$ cat src/rtl/img_pkg.sv
// Shared defaults and state encoding for the image UART transmitter.
package img_pkg;
    localparam int IMG_WIDTH       = 64;
    localparam int IMG_HEIGHT      = 64;
    localparam int IMG_BIT_DEPTH   = 8;
    // Start bit + 8 data bits + stop bit.
    localparam int UART_FRAME_BITS = 10;

    typedef enum logic [1:0] {
        IDLE,
        FETCH,
        WAIT,
        SEND
    } tx_state_t;
endpackage

$ cat src/rtl/img_uart_tx_if.sv
// Byte handshake between the frame sequencer and the bit serializer.
interface img_uart_tx_if
    import img_pkg::*;
#(
    parameter int BIT_DEPTH = IMG_BIT_DEPTH
);
    logic                 valid;
    logic [BIT_DEPTH-1:0] data;
    logic                 ready;

    modport master (output valid, output data, input ready);
    modport slave  (input valid, input data, output ready);
endinterface

$ cat src/rtl/uart_tx_byte.sv
// 8N1 serializer: takes one byte on the handshake and shifts it out LSB first.
module uart_tx_byte
    import img_pkg::*;
#(
    parameter int CLOCKS_PER_BAUD = 50
) (
    input  logic         clk_in,
    input  logic         rst_in_n,
    img_uart_tx_if.slave byte_if,
    output logic         tx_out
);
    localparam int BAUD_W = $clog2(CLOCKS_PER_BAUD + 1);

    logic                       busy_q, busy_d;
    logic [BAUD_W-1:0]          baud_q, baud_d;
    logic [3:0]                 bit_q, bit_d;
    logic [UART_FRAME_BITS-1:0] shift_q, shift_d;
    logic                       baud_end;
    logic                       last_cycle;

    assign baud_end   = (baud_q == BAUD_W'(CLOCKS_PER_BAUD - 1));
    assign last_cycle = busy_q && baud_end && (bit_q == 4'(UART_FRAME_BITS - 1));
    // Ready in the final stop-bit cycle so the sequencer can leave SEND on that edge.
    assign byte_if.ready = !busy_q || last_cycle;
    assign tx_out        = busy_q ? shift_q[0] : 1'b1;

    // Load a new frame on handshake, otherwise advance baud and bit counters.
    always_comb begin
        busy_d  = busy_q;
        baud_d  = baud_q;
        bit_d   = bit_q;
        shift_d = shift_q;
        if (byte_if.valid && byte_if.ready) begin
            busy_d  = 1'b1;
            baud_d  = '0;
            bit_d   = '0;
            shift_d = {1'b1, byte_if.data, 1'b0};
        end else if (busy_q) begin
            if (baud_end) begin
                baud_d = '0;
                if (bit_q == 4'(UART_FRAME_BITS - 1)) begin
                    busy_d = 1'b0;
                end else begin
                    bit_d   = bit_q + 4'd1;
                    shift_d = {1'b1, shift_q[UART_FRAME_BITS-1:1]};
                end
            end else begin
                baud_d = baud_q + 1'b1;
            end
        end
    end

    // Serializer state registers; reset returns the line to idle-high.
    always_ff @(posedge clk_in or negedge rst_in_n) begin
        if (!rst_in_n) begin
            busy_q  <= 1'b0;
            baud_q  <= '0;
            bit_q   <= '0;
            shift_q <= '1;
        end else begin
            busy_q  <= busy_d;
            baud_q  <= baud_d;
            bit_q   <= bit_d;
            shift_q <= shift_d;
        end
    end
endmodule

$ cat src/rtl/img_uart_tx.sv
// Frame sequencer: walks the image BRAM and streams every pixel over UART.
module img_uart_tx
    import img_pkg::*;
#(
    parameter int WIDTH           = IMG_WIDTH,
    parameter int HEIGHT          = IMG_HEIGHT,
    parameter int BIT_DEPTH       = IMG_BIT_DEPTH,
    parameter int CLOCKS_PER_BAUD = 50,
    parameter int READ_LATENCY    = 2,
    parameter int SIGNED_OFFSET   = 0
) (
    input  logic                               clk_in,
    input  logic                               rst_in_n,
    input  logic                               start_in,
    output logic [$clog2(WIDTH*HEIGHT)-1:0]    read_addr,
    output logic                               read_addr_valid,
    input  logic [BIT_DEPTH-1:0]               pixel_in,
    output logic                               tx_out,
    output logic                               busy_out,
    output logic                               done_out
);
    localparam int ADDR_W = $clog2(WIDTH * HEIGHT);
    localparam int WAIT_W = $clog2(READ_LATENCY + 1);
    localparam logic [ADDR_W-1:0] LAST_ADDR = ADDR_W'(WIDTH * HEIGHT - 1);
    // Inverting the MSB maps two's-complement gradients onto offset-binary.
    localparam logic [BIT_DEPTH-1:0] MSB_FLIP =
        (SIGNED_OFFSET != 0) ? {1'b1, {(BIT_DEPTH-1){1'b0}}} : '0;

    tx_state_t         state_q, state_d;
    logic [ADDR_W-1:0] addr_q, addr_d;
    logic [WAIT_W-1:0] wait_q, wait_d;
    logic              done_q, done_d;

    img_uart_tx_if #(.BIT_DEPTH(BIT_DEPTH)) byte_bus ();

    // Hand the pixel to the serializer in the last WAIT cycle, when BRAM data is valid.
    assign byte_bus.valid = (state_q == WAIT) && (wait_q == WAIT_W'(READ_LATENCY - 1));
    assign byte_bus.data  = pixel_in ^ MSB_FLIP;

    assign read_addr       = addr_q;
    assign read_addr_valid = (state_q == FETCH);
    assign busy_out        = (state_q != IDLE);
    assign done_out        = done_q;

    uart_tx_byte #(
        .CLOCKS_PER_BAUD(CLOCKS_PER_BAUD)
    ) u_ser (
        .clk_in  (clk_in),
        .rst_in_n(rst_in_n),
        .byte_if (byte_bus),
        .tx_out  (tx_out)
    );

    // Next-state logic for the fetch/wait/send sequence and the pixel address.
    always_comb begin
        state_d = state_q;
        addr_d  = addr_q;
        wait_d  = wait_q;
        done_d  = 1'b0;
        case (state_q)
            IDLE: begin
                if (start_in) begin
                    state_d = FETCH;
                    addr_d  = '0;
                end
            end
            FETCH: begin
                state_d = WAIT;
                wait_d  = '0;
            end
            WAIT: begin
                if (byte_bus.valid) state_d = SEND;
                else                wait_d  = wait_q + 1'b1;
            end
            SEND: begin
                if (byte_bus.ready) begin
                    if (addr_q == LAST_ADDR) begin
                        state_d = IDLE;
                        addr_d  = '0;
                        done_d  = 1'b1;
                    end else begin
                        state_d = FETCH;
                        addr_d  = addr_q + 1'b1;
                    end
                end
            end
            default: state_d = IDLE;
        endcase
    end

    // Sequencer registers; reset aborts any frame and rewinds to pixel 0.
    always_ff @(posedge clk_in or negedge rst_in_n) begin
        if (!rst_in_n) begin
            state_q <= IDLE;
            addr_q  <= '0;
            wait_q  <= '0;
            done_q  <= 1'b0;
        end else begin
            state_q <= state_d;
            addr_q  <= addr_d;
            wait_q  <= wait_d;
            done_q  <= done_d;
        end
    end
endmodule
$ cat config.mk
export PLATFORM = sky130hd
export DESIGN_NAME = img_uart_tx
export DESIGN_NICKNAME = d
export VERILOG_FILES = /design/src/rtl/img_pkg.sv /design/src/rtl/img_uart_tx_if.sv /design/src/rtl/uart_tx_byte.sv /design/src/rtl/img_uart_tx.sv
export SDC_FILE = /design/constraint.sdc
export NUM_CORES = 1
export LEC_CHECK = 0
export CAP_MARGIN = 0
export CORE_MARGIN = 4
export CORE_UTILIZATION = 30
export CTS_CLUSTER_SIZE = 24
export DETAILED_ROUTE_END_ITERATION = 8
export SYNTH_ARGS = -nofsm -noshare
export SYNTH_HDL_FRONTEND = slang
export SYNTH_SLANG_ARGS = --single-unit
$ cat constraint.sdc
create_clock -name clk_in -period 2.4 [get_ports clk_in]
set_input_delay 0.48 -clock clk_in [delete_from_list [all_inputs] [get_ports clk_in]]
set_output_delay 0.48 -clock clk_in [all_outputs]
set_load 0.02 [all_outputs]
==> impl_results.md, run 1 <==
- CTS Buffer Depth: 2
- Fill count: around 760
- Multi-input logic area: approximately 1200 µm²
- Fin crit share: a little over nine tenths
- Chip Height: ~95 µm
- Die width: about 95 µm
- LEAKAGE: about 1.1 nW
- Initial antenna violation count: 0
- Top Ports: 27
- Max cap viols: 0
- Synth area leaders: dfrtp_1 (31%), dfstp_2 (10%), ha_1 (6.1%), a221o_1 (4.0%), nand2_1 (3.2%)
- Asr flop ratio synth: 100%
- DR vias: approximately 1,800
- Path depth of the worst reg2reg path: 6
- Largest net degree at the start of global routing: 38
- Worst Setup Start Kind: flop
- Gr ovfl total: 0
- Pins Over Slew Limit: 0
- CTS tree: done
- Reg2reg end: u_ser.shift_q[7]
- WL final: just under 5000 µm
- Seq cells post-synth: 37
- CP Capture Type: output pin
- Drt via density: between 5 and 6
- Initial Util: between 30 and 40%
- CTS clk-pin slew, worst paths: 0.08 ns
- Peak supply drop: 0.000386 V
- Register area share after synthesis: about 42%
- Outcome: complete, no violations
- Routed Antenna Nets: 0
- FF-to-FF setup slack: about 0.35 ns
- H-tree levels: 2
- CTS Buf Count: 5
- Post_cts resized: 0
- Post-Syn Nets: 251
- Worst rel slew slack: roughly 45%
- Syn Area/Cell: between 9 and 10 µm²
- Post-synth EDFFs: 0
- Fin cells: 355
- Nets: 277
- IO Port Bufs: 26
- Tot GR Track Use: 11.9%
- Req. time, crit path: roughly 1.9 ns
- Inst Count DP: approximately 350
- Post-Route Setup TNS: 0 ns
- Pre-antenna DRT Iters: 4
- Ys flop type: dfrtp_1
- Final core occ: a little under two fifths
- Post-synthesis cell type count: 57
- Pwr Density: roughly 1100 nW/µm²
- Yosys warns: 0
- Layout area overhead: 20.7%
- # setup viols final: 0
- # diodes: 0
- Layout cells sized above 1: 13.7%
- Crit path time final: between 2 and 2.5 ns
- Worst-path fanout max: 5
- Crit. Startpoint: state_q[0]
- Slew @ Worst Pin: about 0.82 ns
- Hold-fix buffers, CTS: 0
- Initial DRC Count: just under 80
- Post-CTS Setup Inserts: 0
- # rows: 31
- CP Data Arrival Time: 1.77 ns
- Wire per inst: ~14 µm
- Critical Setup Path Class: flop to output pin
- Mapped Area: 2250 µm²
- HPWL Detailed: 3600 µm
- Root Buffer: clkbuf_8
- Mapped Cells: ~230
- Die area: 8960 µm²
- Hold Path Class: input pin to asynchronous set/reset pin
- First-pass GRT wire length: about 8600 µm
- # DRC: 0
- Skew final: between 0.01 and 0.015 ns
- RSZ-0062 raised after global routing: no
- CTS sink cnt: 37
- Total power of the final layout: between 2 and 3 mW
- Clk_lat worst skew: about 0.29 ns
- Share of the synthesized area in the top cell type: between 30% and 40%
- Core area: roughly 7300 µm²
- FMAX: ~440 MHz
- Vias in the first global route: around 1,800
- Reg area: between 900 and 1000 µm²
- Endpoints failing hold: 0
- Leading area contributor after synthesis: dfrtp_1
- Hold slack final: around 0.28 ns
- R2r startpoint: state_q[0]
- Routability-driven placement congestion ratio: 0.762
-- cells in the mapped netlist (2+ instances only) --
| cell type | number |
|---|---|
| dfrtp_1 | 28 |
| nand2_1 | 19 |
| inv_1 | 14 |
| nor2_1 | 12 |
| ha_1 | 11 |
| a221o_1 | 9 |
| and2_1 | 9 |
| dfstp_2 | 9 |
| o21ai_0 | 8 |
| a21oi_1 | 7 |
| and3_1 | 6 |
| nand3_1 | 6 |
| nand4_1 | 6 |
| a31oi_1 | 5 |
| buf_2 | 5 |
| nand2b_1 | 5 |
| nor3_1 | 5 |
| xnor2_1 | 5 |
| clkbuf_1 | 4 |
| a21o_1 | 3 |
| a22o_1 | 3 |
| mux2_2 | 3 |
| or4_1 | 3 |
| and4_2 | 2 |
| buf_4 | 2 |
| nand3b_1 | 2 |
| nor2b_1 | 2 |
| nor3b_1 | 2 |
| nor4_1 | 2 |
| o2111ai_1 | 2 |
| o21a_1 | 2 |
| o221ai_1 | 2 |
| o31ai_1 | 2 |
-- cells by family after synthesis --
family                   Yosys count  share of synthesized area, %
flip-flops                        37                          41.6
AND/OR/NAND/NOR                   88                          22.1
XOR/XNOR                           6                          2.33
multiplexers                       4                          1.94
adder cells (fa/ha/maj)           11                          6.11
buffers and inverters             26                          5.27
AO/OA/AOI/OAI                     57                          20.7
-- flip-flops by register name (all words and copies together) (netlist names) --
signal / flops
done_out: 1
u_ser.shift_q: 9
u_ser.bit_q: 4
read_addr: 12
u_ser.busy_q: 1
u_ser.baud_q: 6
state_q: 2
wait_q: 2
-- worst max path at each step --
stage	endpoint	slack (ns)	cells after the start
5_1_grt	busy_out	0.05	4
4_1_cts	busy_out	0.13	4
3_3_place_gp	read_addr[3]	0.37	5
6_report	busy_out	0.15	4
2_1_floorplan	read_addr[3]	0.52	5
3_5_place_dp	u_ser.shift_q[7]	0.32	6
-- metrics by stage --
step           worst slack (ns)  cell area (µm²)
6_report                  0.146             2720
5_1_grt                  0.0518             2720
4_1_cts                   0.125             2720
3_5_place_dp              0.317             2600
3_3_place_gp              0.374             2600
2_1_floorplan             0.520             2250
-- layout make-up --
class | instances | share of cell area, %
multi-input combinational | 166 | 44.0
sequential | 37 | 34.5
timing repair buffer | 31 | 10.8
tap | 99 | 4.55
clock buffer | 7 | 3.17
inverter | 14 | 1.93
clock inverter | 1 | 1.10
-- critical path: stages (launching register included) --
cell             delay [ns]
dfrtp_1                0.41
inv_1                  0.10
ha_1                   0.28
inv_1                  0.09
clkdlybuf4s50_1        0.61
-- where the power goes --
group / total [mW] / switching (mW) / internal [mW]
Combinational: 1.26 / 0.686 / 0.576
Clock: 0.561 / 0.222 / 0.339
Sequential: 1.04 / 0.214 / 0.828
-- per-layer routing --
layer	GRT usage (%)	vias up	wire [µm]
met4	3.61	0	55
met3	3.03	7	227
met2	18.4	44	2300
met1	16.3	874	2360
met5	0	-	0
li1	-	898	-
-- cell usage in the layout (no fill, tap or decap), types with 6 or more instances in the layout --
cell type / n
a21oi_1: 7
a221o_1: 9
and2_1: 9
and3_1: 6
clkbuf_8: 6
clkdlybuf4s50_1: 25
dfrtp_1: 28
dfstp_2: 9
ha_1: 11
inv_1: 14
nand2_1: 19
nand3_1: 6
nand4_1: 6
nor2_1: 12
o21ai_0: 8
Note: power is estimated with default switching activity, not from simulation.
==> inputs of run 2 (changes only) <==
PLACE_DENSITY = 0.5   (was not set)
==> run 2 against run 1 <==
Net effect:
- sequential share of layout area about the same
- combinational power about the same
- total power decreased by 3.9%
- largest power group unchanged
==> impl_results.md, run 2 (synthesis results as in run 1) <==
- FF-to-FF setup slack: 0.36 ns
- HPWL Detailed: around 3700 µm
- # rows: 31
- Routed Antenna Nets: 0
- # DRC: 0
- Post-Layout Inst Area: around 2700 µm²
- Slowest stage cell, crit path: clkdlybuf4s50_1
- Core area: 7290 µm²
- R2r startpoint: state_q[0]
- Critical Setup Path Class: flop to output pin
- Hold-fix buffers, CTS: 0
- Peak supply drop: slightly above 0.0003 V
- Grt met1 use: roughly 17%
- Top Ports: 27
- Largest net degree at the start of global routing: 35
- Crit path cell chain: inv_1 -> ha_1 -> clkdlybuf4s50_1
- Die width: approximately 95 µm
- First-pass GRT wire length: ~9000 µm
- Die area: ~9000 µm²
- Post-CTS Setup Inserts: 0
- Pins Over Slew Limit: 0
- Commonest non-fill, non-tap cell in the layout: dfrtp_1
- Post-Route Setup TNS: 0 ns
- # diodes: 0
- WL final: 5130 µm
- Hold Path Class: input pin to asynchronous set/reset pin
- Fin crit share: approximately 89%
- Routability-driven placement congestion ratio: around 0.73
- Commonest non-fill, non-tap cells in the layout: dfrtp_1 (28), clkdlybuf4s50_1 (24), nand2_1 (19)
- Clk_lat worst skew: 0.29 ns
- Root Buffer: clkbuf_8
- Reg2reg end: u_ser.shift_q[7]
- Initial antenna violation count: 0
- Multi-input logic area: 1200 µm²
- CP Capture Type: output pin
- Max cap viols: 0
- Gr ovfl total: 0
- Pwr Density: between 1000 and 1500 nW/µm²
- H-tree levels: 2
- Layout cells sized above 1: between 10% and 20%
- IO Port Bufs: 26
- Met2 usage: between 10% and 20%
- Worst Setup Start Kind: flop
- FMAX: roughly 470 MHz
- Skew final: roughly 0.015 ns
- # setup viols final: 0
- Tot GR Track Use: 12.6%
- Wire per inst: between 10 and 15 µm
- Worst rel slew slack: between 40% and 50%
- Worst-path fanout max: 5
- Vias in the first global route: about 1,900
- Busiest grt layer: met2
- Outcome: complete, no violations
- Delay-heaviest family, CP: buffers and inverters
- Crit path time final: 2.14 ns
- DR vias: approximately 1,800
- CTS Buffer Depth: 2
- RSZ-0062 raised after global routing: no
- DP Area: approximately 2600 µm²
- WP buf/inv: 2
- LEAKAGE: between 1 and 1.5 nW
- Fill count: 759
- CTS clk-pin slew, worst paths: ~0.080 ns
- Req. time, crit path: 1.92 ns
- CP peak stage delay: slightly above 0.6 ns
- Layout area overhead: 20.8%
- Initial DRC Count: 48
- CP Data Arrival Time: 1.66 ns
- CTS Buf Count: 5
- Initial Util: 30.9%
- Met3 usage: under 10%
- Endpoints failing hold: 0
- Reg area: between 900 and 1000 µm²
- Slew @ Worst Pin: around 0.79 ns
- CTS tree: done
- Nets: ~280
- Drt via density: a little over 5
- CTS sink cnt: 37
- Total power of the final layout: ~2.8 mW
- Chip Height: between 90 and 100 µm
- Pre-antenna DRT Iters: 4
- Largest register FFs: 12
- Path depth of the worst reg2reg path: 6
==> run 2: changes by cell type in the layout (fill, tap and decap cells not counted) <==
cell and delta:
clkbuf_1 -1, bufinv_16 -1, clkdlybuf4s50_1 -1, clkinv_2 +2
clkinvlp_4 +1, clkbuf_8 -1, dlymetal6s2s_1 +1, buf_4 +4
==> run 2: repair_timing <==
action | 4_1_cts | 5_1_grt
gates resized for setup | 0 | 1
endpoints found under the hold margin | 0 | 0
setup endpoints to repair | 0 | 1
==> run 2: how the worst max path moves through the flow <==
| stage | from | cells after the start | end | slack (ns) |
|---|---|---|---|---|
| after floorplan | read_addr[0] | 5 | read_addr[3] | 0.52 |
| after CTS | state_q[0] | 4 | busy_out | 0.08 |
| after detailed placement | state_q[0] | 6 | u_ser.shift_q[7] | 0.38 |
| after global placement | state_q[0] | 6 | u_ser.shift_q[7] | 0.39 |
| final | state_q[1] | 3 | read_addr_valid | 0.26 |
| after global routing | state_q[1] | 3 | read_addr_valid | 0.17 |
==> run 2: metal layers <==
layer | routed length, µm | up-vias
met5 | 0 | -
met4 | 0 | 0
met3 | 281 | 0
met2 | 2390 | 45
met1 | 2450 | 850
li1 | - | 911
==> run 2: area by class of cell <==
cell class / instances / area share, %
clock inverter: 3 / 0.643
multi-input combinational: 166 / 44.0
inverter: 14 / 1.93
timing repair buffer: 35 / 11.9
clock buffer: 5 / 2.53
tap: 99 / 4.55
sequential: 37 / 34.4
==> run 2: worst reg2reg max path, cell delays in order, from the launching register on <==
cell,delay [ns]
dfrtp_1,0.43
inv_1,0.12
ha_1,0.32
nand2_1,0.11
a21boi_0,0.17
or2_1,0.41
a221o_1,0.41
==> run 2: stage by stage <==
step	setup WS (ns)	util, %	std cells	hold slack [ns]
after floorplan	0.520	-	229	0.184
after global placement	0.390	36.1	351	0.454
after detailed placement	0.379	36.1	351	0.454
after CTS	0.0824	37.3	359	0.289
after global routing	0.171	37.3	359	0.326
final	0.261	37.3	359	0.264
==> run 2: power breakdown <==
group / internal, mW / leakage, nW / switching, mW / total, mW
clock network: 0.201 / 0.0439 / 0.235 / 0.436
registers: 0.828 / 0.461 / 0.213 / 1.04
logic: 0.586 / 0.636 / 0.692 / 1.28
==> inputs of run 3 (changes only) <==
MAX_ROUTING_LAYER = met4   (was not set)
==> run 3 against run 2 <==
Net effect:
- clock skew about the same
- critical path depth unchanged
- cell area unchanged
- maximum frequency about the same
- largest cell class unchanged
==> impl_results.md, run 3 (synthesis results as in run 1) <==
- Hold-fix buffers, CTS: 0
- Comb pwr share: between 40% and 50%
- Crit path cell chain: inv_1 -> ha_1 -> clkdlybuf4s50_1
- Pwr Density: between 1000 and 1500 nW/µm²
- Layout cells sized above 1: 15.4%
- CTS Buffer Depth: 2
- Pint: ~1.6 mW
- CP peak stage delay: 0.61 ns
- Gr ovfl total: 0
- Slew @ Worst Pin: ~0.79 ns
- Wire per inst: about 14 µm
- Inst Count DP: about 350
- Final core occ: 37.3%
- H-tree levels: 2
- CTS clk-pin slew, worst paths: approximately 0.080 ns
- FMAX: 468 MHz
- Die width: approximately 95 µm
- Worst Setup Start Kind: flop
- Clk pwr share: roughly 16%
- Hold Path Class: input pin to asynchronous set/reset pin
- Largest net degree at the start of global routing: 35
- PnR worst setup slack: around 0.26 ns
- Top Ports: 27
- Post-CTS Setup Inserts: 0
- First-pass GRT wire length: around 9000 µm
- Pins Over Slew Limit: 0
- Critical Setup Path Class: flop to output pin
- Routed Antenna Nets: 0
- Initial antenna violation count: 0
- DP Area: between 2000 and 3000 µm²
- Post-Route Setup TNS: 0 ns
- HPWL Detailed: around 3700 µm
- Drt via density: roughly 5.0
- Fin cells: 359
- # rows: 31
- Root Buffer: clkbuf_8
- Sequential Power Share: between 30% and 40%
- Req. time, crit path: about 1.9 ns
- Tot GR Track Use: between 10% and 20%
- CTS Buf Count: 5
- Hold slack final: 0.265 ns
- CTS tree: done
- Max cap viols: 0
- Net Sw Power: around 1.1 mW
- WL final: slightly above 5000 µm
- LEAKAGE: ~1.1 nW
- Initial Util: 30.9%
- Worst-path fanout max: 5
- Skew final: 0.0153 ns
- Switching Share: between 40% and 50%
- Crit path time final: between 2 and 2.5 ns
- Endpoints failing hold: 0
- # DRC: 0
- Core area: approximately 7300 µm²
- # setup viols final: 0
- Peak supply drop: 0.000308 V
- # diodes: 0
- Clk_lat worst skew: just under 0.3 ns
- Worst rel slew slack: between 40% and 50%
- RSZ-0062 raised after global routing: no
- Pre-antenna DRT Iters: 5
- Chip Height: between 90 and 100 µm
- Fill count: around 760
- Layout area overhead: 20.8%
- CP Data Arrival Time: roughly 1.7 ns
- Largest register FFs: 12
- Outcome: complete, no violations
- Commonest non-fill, non-tap cells in the layout: dfrtp_1 (28), clkdlybuf4s50_1 (24), nand2_1 (19)
- Vias in the first global route: between 1,500 and 2,000
- Die area: around 9000 µm²
- DR vias: ~1,800
- IO Port Bufs: 26
- Slowest stage cell, crit path: clkdlybuf4s50_1
- CP Capture Type: output pin
- CTS sink cnt: 37
- Nets: approximately 280
- Initial DRC Count: 48
- DP Worst Slack: between 0.3 and 0.4 ns
- Post-Layout Inst Area: roughly 2700 µm²
- Total power of the final layout: 2.75 mW
- Fin crit share: about nine tenths
- Routability-driven placement congestion ratio: roughly 0.74
- Commonest non-fill, non-tap cell in the layout: dfrtp_1
-- run 3: cell counts in the layout (fill, tap and decap cells not counted) --
No cell type changed its count.
-- run 3: critical path: cells and delay by family (launching register included) --
kind	cells	cell delay [ns]
buffers and inverters	2	0.73
flip-flops	1	0.43
adder cells (fa/ha/maj)	1	0.20
-- run 3: power groups by stage --
| stage | registers [mW] | logic [mW] | clock network (mW) |
|---|---|---|---|
| after floorplan | 1.00 | 0.946 | 0 |
| after global placement | 1.05 | 1.29 | 0 |
| after detailed placement | 1.05 | 1.29 | 0 |
| after CTS | 1.04 | 1.29 | 0.454 |
| after global routing | 1.08 | 1.43 | 0.484 |
| final | 1.04 | 1.28 | 0.435 |
-- run 3: worst paths after layout --
kind / from / end / slack [ns] / cells after the start
min in group clk_in: u_ser.shift_q[8] / u_ser.shift_q[8] / 0.46 / 2
worst max-delay path: state_q[1] / read_addr_valid / 0.26 / 3
worst min-delay path: rst_in_n / wait_q[1] / 0.27 / 1
max in group asynchronous: rst_in_n / u_ser.shift_q[4] / 1.47 / 2
worst min register to register: u_ser.shift_q[8] / u_ser.shift_q[8] / 0.46 / 2
worst max register to register: u_ser.bit_q[0] / u_ser.shift_q[2] / 0.36 / 5
-- run 3: area by class of cell --
class / count / area [µm²] / share of cell area (%)
multi-input combinational: 166 / 1200 / 44.0
clock inverter: 3 / 17.5 / 0.643
sequential: 37 / 937 / 34.4
clock buffer: 5 / 68.8 / 2.53
timing repair buffer: 35 / 325 / 11.9
inverter: 14 / 52.6 / 1.93
tap: 99 / 124 / 4.55
-- run 3: per-layer routing --
metal  track usage [%]  vias to the layer above  routed length (µm)
li1                  -                      910                   -
met1              17.4                      843                2460
met2              19.8                       47                2380
met3              3.11                        0                 252
met4              3.25                        0                   0
met5                 -                        -                   0
-- run 3: timing repair --
| action | CTS | global route |
|---|---|---|
| endpoints found under the setup margin | 0 | 1 |
| resized for setup | 0 | 1 |
| endpoints found under the hold margin | 0 | 0 |
